**config.mk**
```make
export PLATFORM = sky130hd
export DESIGN_NAME = pc_sequencer
export DESIGN_NICKNAME = d
export VERILOG_FILES = /design/src/rtl/pc_sequencer_pkg.sv /design/src/rtl/pc_sequencer_boot_timer.sv /design/src/rtl/pc_sequencer.sv
export SDC_FILE = /design/constraint.sdc
export NUM_CORES = 1
export LEC_CHECK = 0
export CAP_MARGIN = 25
export CORE_AREA = 2 2 84 166
export CTS_BUF_LIST = sky130_fd_sc_hd__clkbuf_2
export DETAILED_ROUTE_END_ITERATION = 8
export DIE_AREA = 0 0 86 168
export GPL_ROUTABILITY_DRIVEN = 1
export MAX_ROUTING_LAYER = met4
export PLACE_DENSITY = 0.8
export SLEW_MARGIN = 20
export SYNTH_ARGS = -nofsm -noshare
export SYNTH_HDL_FRONTEND = slang
export SYNTH_SLANG_ARGS = --single-unit
```
**constraint.sdc**
```tcl
create_clock -name clk_i -period 2.6 [get_ports clk_i]
set_clock_uncertainty 0.1 [all_clocks]
set_input_delay 0.52 -clock clk_i [delete_from_list [all_inputs] [get_ports clk_i]]
set_output_delay 0.52 -clock clk_i [all_outputs]
set_load 0.05 [all_outputs]
```
**src/rtl/pc_sequencer_pkg.sv**
```systemverilog
// Shared CPU definitions for the fetch-stage PC sequencer: state encoding,
// trap cause codes and instruction size.
package pc_sequencer_pkg;

  typedef enum logic [1:0] {
    PS_BOOT = 2'b00,
    PS_RUN  = 2'b01,
    PS_HALT = 2'b10,
    PS_TRAP = 2'b11
  } pc_state_e;

  typedef enum logic [1:0] {
    TC_NONE   = 2'b00,
    TC_JUMP   = 2'b01,
    TC_BRANCH = 2'b10
  } trap_cause_e;

  localparam logic [31:0] INSN_SIZE   = 32'd4;
  localparam int unsigned BOOT_CNT_W  = 8;

  // A target is misaligned when either low address bit is set.
  function automatic logic is_misaligned(input logic [1:0] addr_lo);
    return (addr_lo != 2'b00);
  endfunction

endpackage

```
**src/rtl/pc_sequencer_boot_timer.sv**
```systemverilog
// Boot settle counter: counts enabled cycles and flags the last one.
module boot_timer
  import pc_sequencer_pkg::*;
#(
  parameter int unsigned WAIT = 4
) (
  input  logic clk_i,
  input  logic rst_i,
  input  logic clr_i,
  input  logic en_i,
  output logic done_o
);

  logic [BOOT_CNT_W-1:0] cnt_q;
  logic [BOOT_CNT_W-1:0] cnt_d;

  // Counter next value: clear has priority over enable.
  always_comb begin
    cnt_d = cnt_q;
    if (clr_i) begin
      cnt_d = {BOOT_CNT_W{1'b0}};
    end else if (en_i) begin
      cnt_d = cnt_q + 8'd1;
    end else begin
      cnt_d = cnt_q;
    end
  end

  // Counter register.
  always_ff @(posedge clk_i) begin
    if (rst_i) begin
      cnt_q <= {BOOT_CNT_W{1'b0}};
    end else begin
      cnt_q <= cnt_d;
    end
  end

  assign done_o = en_i && (cnt_q == 8'(WAIT - 1));

endmodule

```
**src/rtl/pc_sequencer.sv**
```systemverilog
// Fetch-stage PC sequencer: boots the PC register, then picks each cycle
// between increment, jump, branch, stall, halt and trap-vector redirect.
module pc_sequencer
  import pc_sequencer_pkg::*;
#(
  parameter logic [31:0] RESET_VEC = 32'h0000_0000,
  parameter logic [31:0] TRAP_VEC  = 32'h0000_0100,
  parameter int unsigned BOOT_WAIT = 4
) (
  input  logic        clk_i,
  input  logic        rst_i,
  input  logic        boot_req_i,
  input  logic [31:0] boot_addr_i,
  input  logic [31:0] pc_data_i,
  input  logic        stall_i,
  input  logic        branch_taken_i,
  input  logic [31:0] branch_target_i,
  input  logic        jump_i,
  input  logic [31:0] jump_target_i,
  input  logic        halt_i,
  output logic        preset_o,
  output logic [31:0] start_addr_o,
  output logic [31:0] pc_next_o,
  output logic        fetch_valid_o,
  output logic        halted_o,
  output logic        trap_o,
  output logic [31:0] trap_pc_o,
  output logic [1:0]  trap_cause_o
);

  pc_state_e   state_q, state_d;
  trap_cause_e cause_q, cause_d;
  logic [31:0] start_addr_q, start_addr_d;
  logic [31:0] trap_pc_q, trap_pc_d;
  logic        boot_done_s;
  logic        timer_clr_s;
  logic        jump_mis_s;
  logic        branch_mis_s;

  assign jump_mis_s   = is_misaligned(jump_target_i[1:0]);
  assign branch_mis_s = is_misaligned(branch_target_i[1:0]);

  // The counter only runs in BOOT and restarts on every re-boot request.
  assign timer_clr_s = boot_req_i || (state_q != PS_BOOT) || boot_done_s;

  boot_timer #(
    .WAIT (BOOT_WAIT)
  ) u_boot_timer (
    .clk_i  (clk_i),
    .rst_i  (rst_i),
    .clr_i  (timer_clr_s),
    .en_i   (state_q == PS_BOOT),
    .done_o (boot_done_s)
  );

  // State and latched-address registers.
  always_ff @(posedge clk_i) begin
    if (rst_i) begin
      state_q      <= PS_BOOT;
      start_addr_q <= RESET_VEC;
      trap_pc_q    <= 32'h0000_0000;
      cause_q      <= TC_NONE;
    end else begin
      state_q      <= state_d;
      start_addr_q <= start_addr_d;
      trap_pc_q    <= trap_pc_d;
      cause_q      <= cause_d;
    end
  end

  // Next state; a re-boot request overrides everything else.
  always_comb begin
    state_d      = state_q;
    start_addr_d = start_addr_q;
    trap_pc_d    = trap_pc_q;
    cause_d      = cause_q;
    if (boot_req_i) begin
      state_d      = PS_BOOT;
      start_addr_d = boot_addr_i;
    end else begin
      case (state_q)
        PS_BOOT: begin
          if (boot_done_s) begin
            state_d = PS_RUN;
          end else begin
            state_d = PS_BOOT;
          end
        end
        PS_RUN: begin
          if (halt_i) begin
            state_d = PS_HALT;
          end else if (jump_i && jump_mis_s) begin
            state_d   = PS_TRAP;
            trap_pc_d = pc_data_i;
            cause_d   = TC_JUMP;
          end else if (!jump_i && branch_taken_i && branch_mis_s) begin
            state_d   = PS_TRAP;
            trap_pc_d = pc_data_i;
            cause_d   = TC_BRANCH;
          end else begin
            state_d = PS_RUN;
          end
        end
        PS_HALT: state_d = PS_HALT;
        PS_TRAP: state_d = PS_RUN;
        default: state_d = PS_BOOT;
      endcase
    end
  end

  // Combinational PC-register controls; trap detect cycles hold the PC.
  always_comb begin
    preset_o      = 1'b0;
    pc_next_o     = pc_data_i;
    fetch_valid_o = 1'b0;
    halted_o      = 1'b0;
    trap_o        = 1'b0;
    case (state_q)
      PS_BOOT: begin
        preset_o  = 1'b1;
        pc_next_o = start_addr_q;
      end
      PS_RUN: begin
        fetch_valid_o = !stall_i && !halt_i;
        if (halt_i) begin
          pc_next_o = pc_data_i;
        end else if (jump_i) begin
          pc_next_o = jump_mis_s ? pc_data_i : jump_target_i;
        end else if (branch_taken_i) begin
          pc_next_o = branch_mis_s ? pc_data_i : branch_target_i;
        end else if (stall_i) begin
          pc_next_o = pc_data_i;
        end else begin
          pc_next_o = pc_data_i + INSN_SIZE;
        end
      end
      PS_HALT: begin
        halted_o  = 1'b1;
        pc_next_o = pc_data_i;
      end
      PS_TRAP: begin
        trap_o    = 1'b1;
        pc_next_o = TRAP_VEC;
      end
      default: begin
        preset_o  = 1'b1;
        pc_next_o = start_addr_q;
      end
    endcase
  end

  assign start_addr_o = start_addr_q;
  assign trap_pc_o    = trap_pc_q;
  assign trap_cause_o = cause_q;

endmodule

```
==> impl_metrics.py <==
metrics = {
    "clock_network": {
        "h-tree-depth": 3,
        "clkTransAtPathRegs_ps": 300,
        "insertion_delay_ps": 570,
        "clkSinkCount": 76,
        "cts_tree": "built",
        "clk_root_buffer_cell": "sky130_fd_sc_hd__clkbuf_2",
        "cts_made_buffers": 9,
        "clockBufferDepth": 2,
    },
    "status": {
        "violations_in_the_final_reports": "negative setup slack",
        "status": "finished with violations",
    },
    "sta": {
        "setup_tns_ps": -5680,
        "timing.fmax_ghz": 0.345,
        "rsz_0062_raised_after_global_routing": "yes",
        "finalHoldViolations": 0,
        "final_clock_period_utilization_by_the_worst_path": 1.12,
        "timing.slew.headroom": 0.522,
        "setup-violations-final": 32,
        "setup_slack_ps": -302,
        "period_minus_slack_ps": 2900,
        "hold_slack_ps": 47.8,
        "timing_max_transition_violations_final": 0,
        "timing_worst_slew_pin_value_ps": 718,
    },
    "floorplan": {
        "floorplan.die.height_um": 168,
        "initial_utilization": 0.378,
        "die_w_um": 86,
        "row_count": 60,
        "die-area_um2": 14400,
        "core_area_um2": 13300,
        "floorplan.io_pins": 237,
    },
    "synthesis": {
        "ys.flop_type": "sky130_fd_sc_hd__dfxtp_1",
        "postSynthCellCount": 672,
        "ys_top_cells_by_area": "sky130_fd_sc_hd__dfxtp_1, sky130_fd_sc_hd__nand2_1, sky130_fd_sc_hd__mux2i_1",
        "synth.cells.most_frequent": "sky130_fd_sc_hd__nand2_1, sky130_fd_sc_hd__dfxtp_1, sky130_fd_sc_hd__nor2_1",
        "synth-warning-count": 0,
        "syn-mean-instance-area_um2": 7.47,
        "yosysSeqAreaShare": 0.303,
        "mappedNetlistArea_um2": 5020,
        "synth_most_common_cell": "sky130_fd_sc_hd__nand2_1",
        "ys_types": 76,
        "syn-num-nets": 809,
        "ys_seq_elements": 76,
        "synth_top_cell_by_area": "sky130_fd_sc_hd__dfxtp_1",
        "synth_largest_type_area_fraction": 0.303,
        "async_flop_share": 0,
        "synth_enable_flop_cells": 0,
    },
    "hold_path": {
        "worstHoldEndpoint": "trap_pc_o[6]$_SDFFE_PP0P_",
        "hp-class": "in2reg",
        "worstHoldStart": "pc_data_i[6]",
        "whs_path_depth": 3,
    },
    "pwr": {
        "p_total_mw": 3.43,
        "vdd_ir_drop_max_uv": 283,
        "power_density_nw_per_um2": 319,
        "power.static_leakage_nw": 4.28,
    },
    "finish": {
        "antenna-diode-count": 0,
        "synthToLayoutAreaGrowth_pct": 114,
        "finalNetCount": 1215,
        "number_of_standard_cells_in_the_final_layout_excluding_fillers": 1238,
        "final.fill_count": 838,
        "final_layout_size_suffix_gt1_frac": 0.412,
    },
    "routing": {
        "viasPerCell": 6.17,
        "drc": 0,
        "route.vias.total": 7644,
        "antenna_violating_nets_post_route": 0,
        "dr.pass1.iters": 6,
        "dr_iter_0_viols": 603,
        "drt-total-wl_um": 28800,
        "routed_wire_length_per_instance_um": 23.3,
    },
    "placement": {
        "gp_congestion": 1.04,
        "post-dp-hpwl_um": 20600,
        "dp_worst_setup_slack_ps": -903,
        "port_buffers": 236,
        "placed_instances": 1165,
    },
    "grt": {
        "grt_start_max_net_pins": 67,
        "grt_use_total": 0.385,
        "grt_pass1_vias": 7640,
        "antenna_found_initial": 0,
        "grt_first_pass_wirelength_um": 41400,
        "overflow": 0,
    },
    "worst_setup_path": {
        "crit_fanout": 3,
        "cp-end-kind": "output port",
        "timing.rr.end": "trap_pc_o[3]$_SDFFE_PP0P_",
        "cp.arrival_ps": 2280,
        "timing.critical_path.from": "pc_data_i[8]",
        "setup.worst_path.class": "in2out",
        "reg2reg_setup_slack_ps": 540,
        "start_kind": "input port",
        "worst_r2r_path_depth": 9,
        "cp_data_required_time_ps": 1980,
    },
    "run": {
        "max_cap_violations": 0,
    },
}
cell type report:
class / instances / area, µm² / share of cell area
Timing Repair Buffer: 454 / 4590 / 0.426
Clock buffer: 9 / 45.0 / 0.00419
Multi-Input combinational cell: 526 / 4260 / 0.396
Sequential cell: 76 / 1530 / 0.142
Clock inverter: 7 / 100 / 0.00930
Inverter: 11 / 46.3 / 0.00430
Tap cell: 155 / 194 / 0.0180
per-layer routing:
layer | GRT usage | share of wire
met5 | - | 0
met2 | 0.644 | 0.49
met4 | 0.253 | 0.077
met3 | 0.0789 | 0.092
met1 | 0.398 | 0.34
worst max-delay path by stage:
stage / endpoint / slack (ps) / cells past startpoint
after CTS: pc_next_o[30] / -340 / 8
final: pc_next_o[22] / -300 / 8
after detailed placement: pc_next_o[11] / -900 / 9
after global placement: pc_next_o[11] / -920 / 9
after floorplan: pc_next_o[26] / -350 / 7
after global routing: pc_next_o[26] / -380 / 7
power by group:
part / switching (mW) / internal (mW)
clock network: 0.534 / 0.326
logic: 0.697 / 0.642
registers: 0.0359 / 1.20
registers in the layout, indices dropped and copies added, names as in the netlist, named ones only:
name and flops:
u_boot_timer.cnt_q 8, trap_pc_o 32, trap_cause_o 2, start_addr_o 32
state_q 1
cells by family (layout without fill, tap and decap cells):
logic type	after synthesis	after routing	synth area share
compound gates	190	190	0.264
simple gates	281	281	0.264
xor+xnor	9	9	0.0157
mux	44	44	0.0883
buf+inv	70	481	0.0601
fa+ha+maj	2	2	0.00499
flops	76	76	0.303
cells in the final DEF, fill, tap and decap left out, types with 7 or more instances in the layout:
cell type	instances
sky130_fd_sc_hd__a21oi_1	45
sky130_fd_sc_hd__a222oi_1	10
sky130_fd_sc_hd__and3_1	7
sky130_fd_sc_hd__buf_12	35
sky130_fd_sc_hd__buf_2	7
sky130_fd_sc_hd__buf_4	165
sky130_fd_sc_hd__buf_6	62
sky130_fd_sc_hd__buf_8	9
sky130_fd_sc_hd__clkbuf_2	10
sky130_fd_sc_hd__clkdlybuf4s50_1	162
sky130_fd_sc_hd__dfxtp_1	74
sky130_fd_sc_hd__dlygate4sd2_1	8
sky130_fd_sc_hd__mux2i_1	41
sky130_fd_sc_hd__nand2_1	112
sky130_fd_sc_hd__nand3_1	13
sky130_fd_sc_hd__nand4_1	14
sky130_fd_sc_hd__nor2_1	58
sky130_fd_sc_hd__nor2_2	7
sky130_fd_sc_hd__o211ai_1	10
sky130_fd_sc_hd__o21ai_0	9
sky130_fd_sc_hd__o21ai_4	7
metrics by stage:
| step | utilization | instance area, µm² |
|---|---|---|
| finish | 0.810 | 10800 |
| CTS | 0.779 | 10300 |
| floorplan | - | 5490 |
| detailed placement | 0.694 | 9230 |
| global placement | 0.694 | 9230 |
| global route | 0.810 | 10800 |
worst max-delay path, cell delays in order:
cell	delay, ps
sky130_fd_sc_hd__buf_8	90
sky130_fd_sc_hd__nand3_4	80
sky130_fd_sc_hd__or4_4	570
sky130_fd_sc_hd__buf_6	150
sky130_fd_sc_hd__o31a_4	280
sky130_fd_sc_hd__o311ai_4	330
sky130_fd_sc_hd__a21oi_4	100
sky130_fd_sc_hd__buf_6	170
what timing repair did:
action | CTS | global route
hold buffers | 0 | 0
buffers inserted | 39 | 21
gates resized for setup | 287 | 77
endpoints found under the setup margin | 33 | 35
pin swaps | 72 | 50
hold endpoints to repair | 0 | 0
No activity file was read; power rests on OpenSTA's default activity.
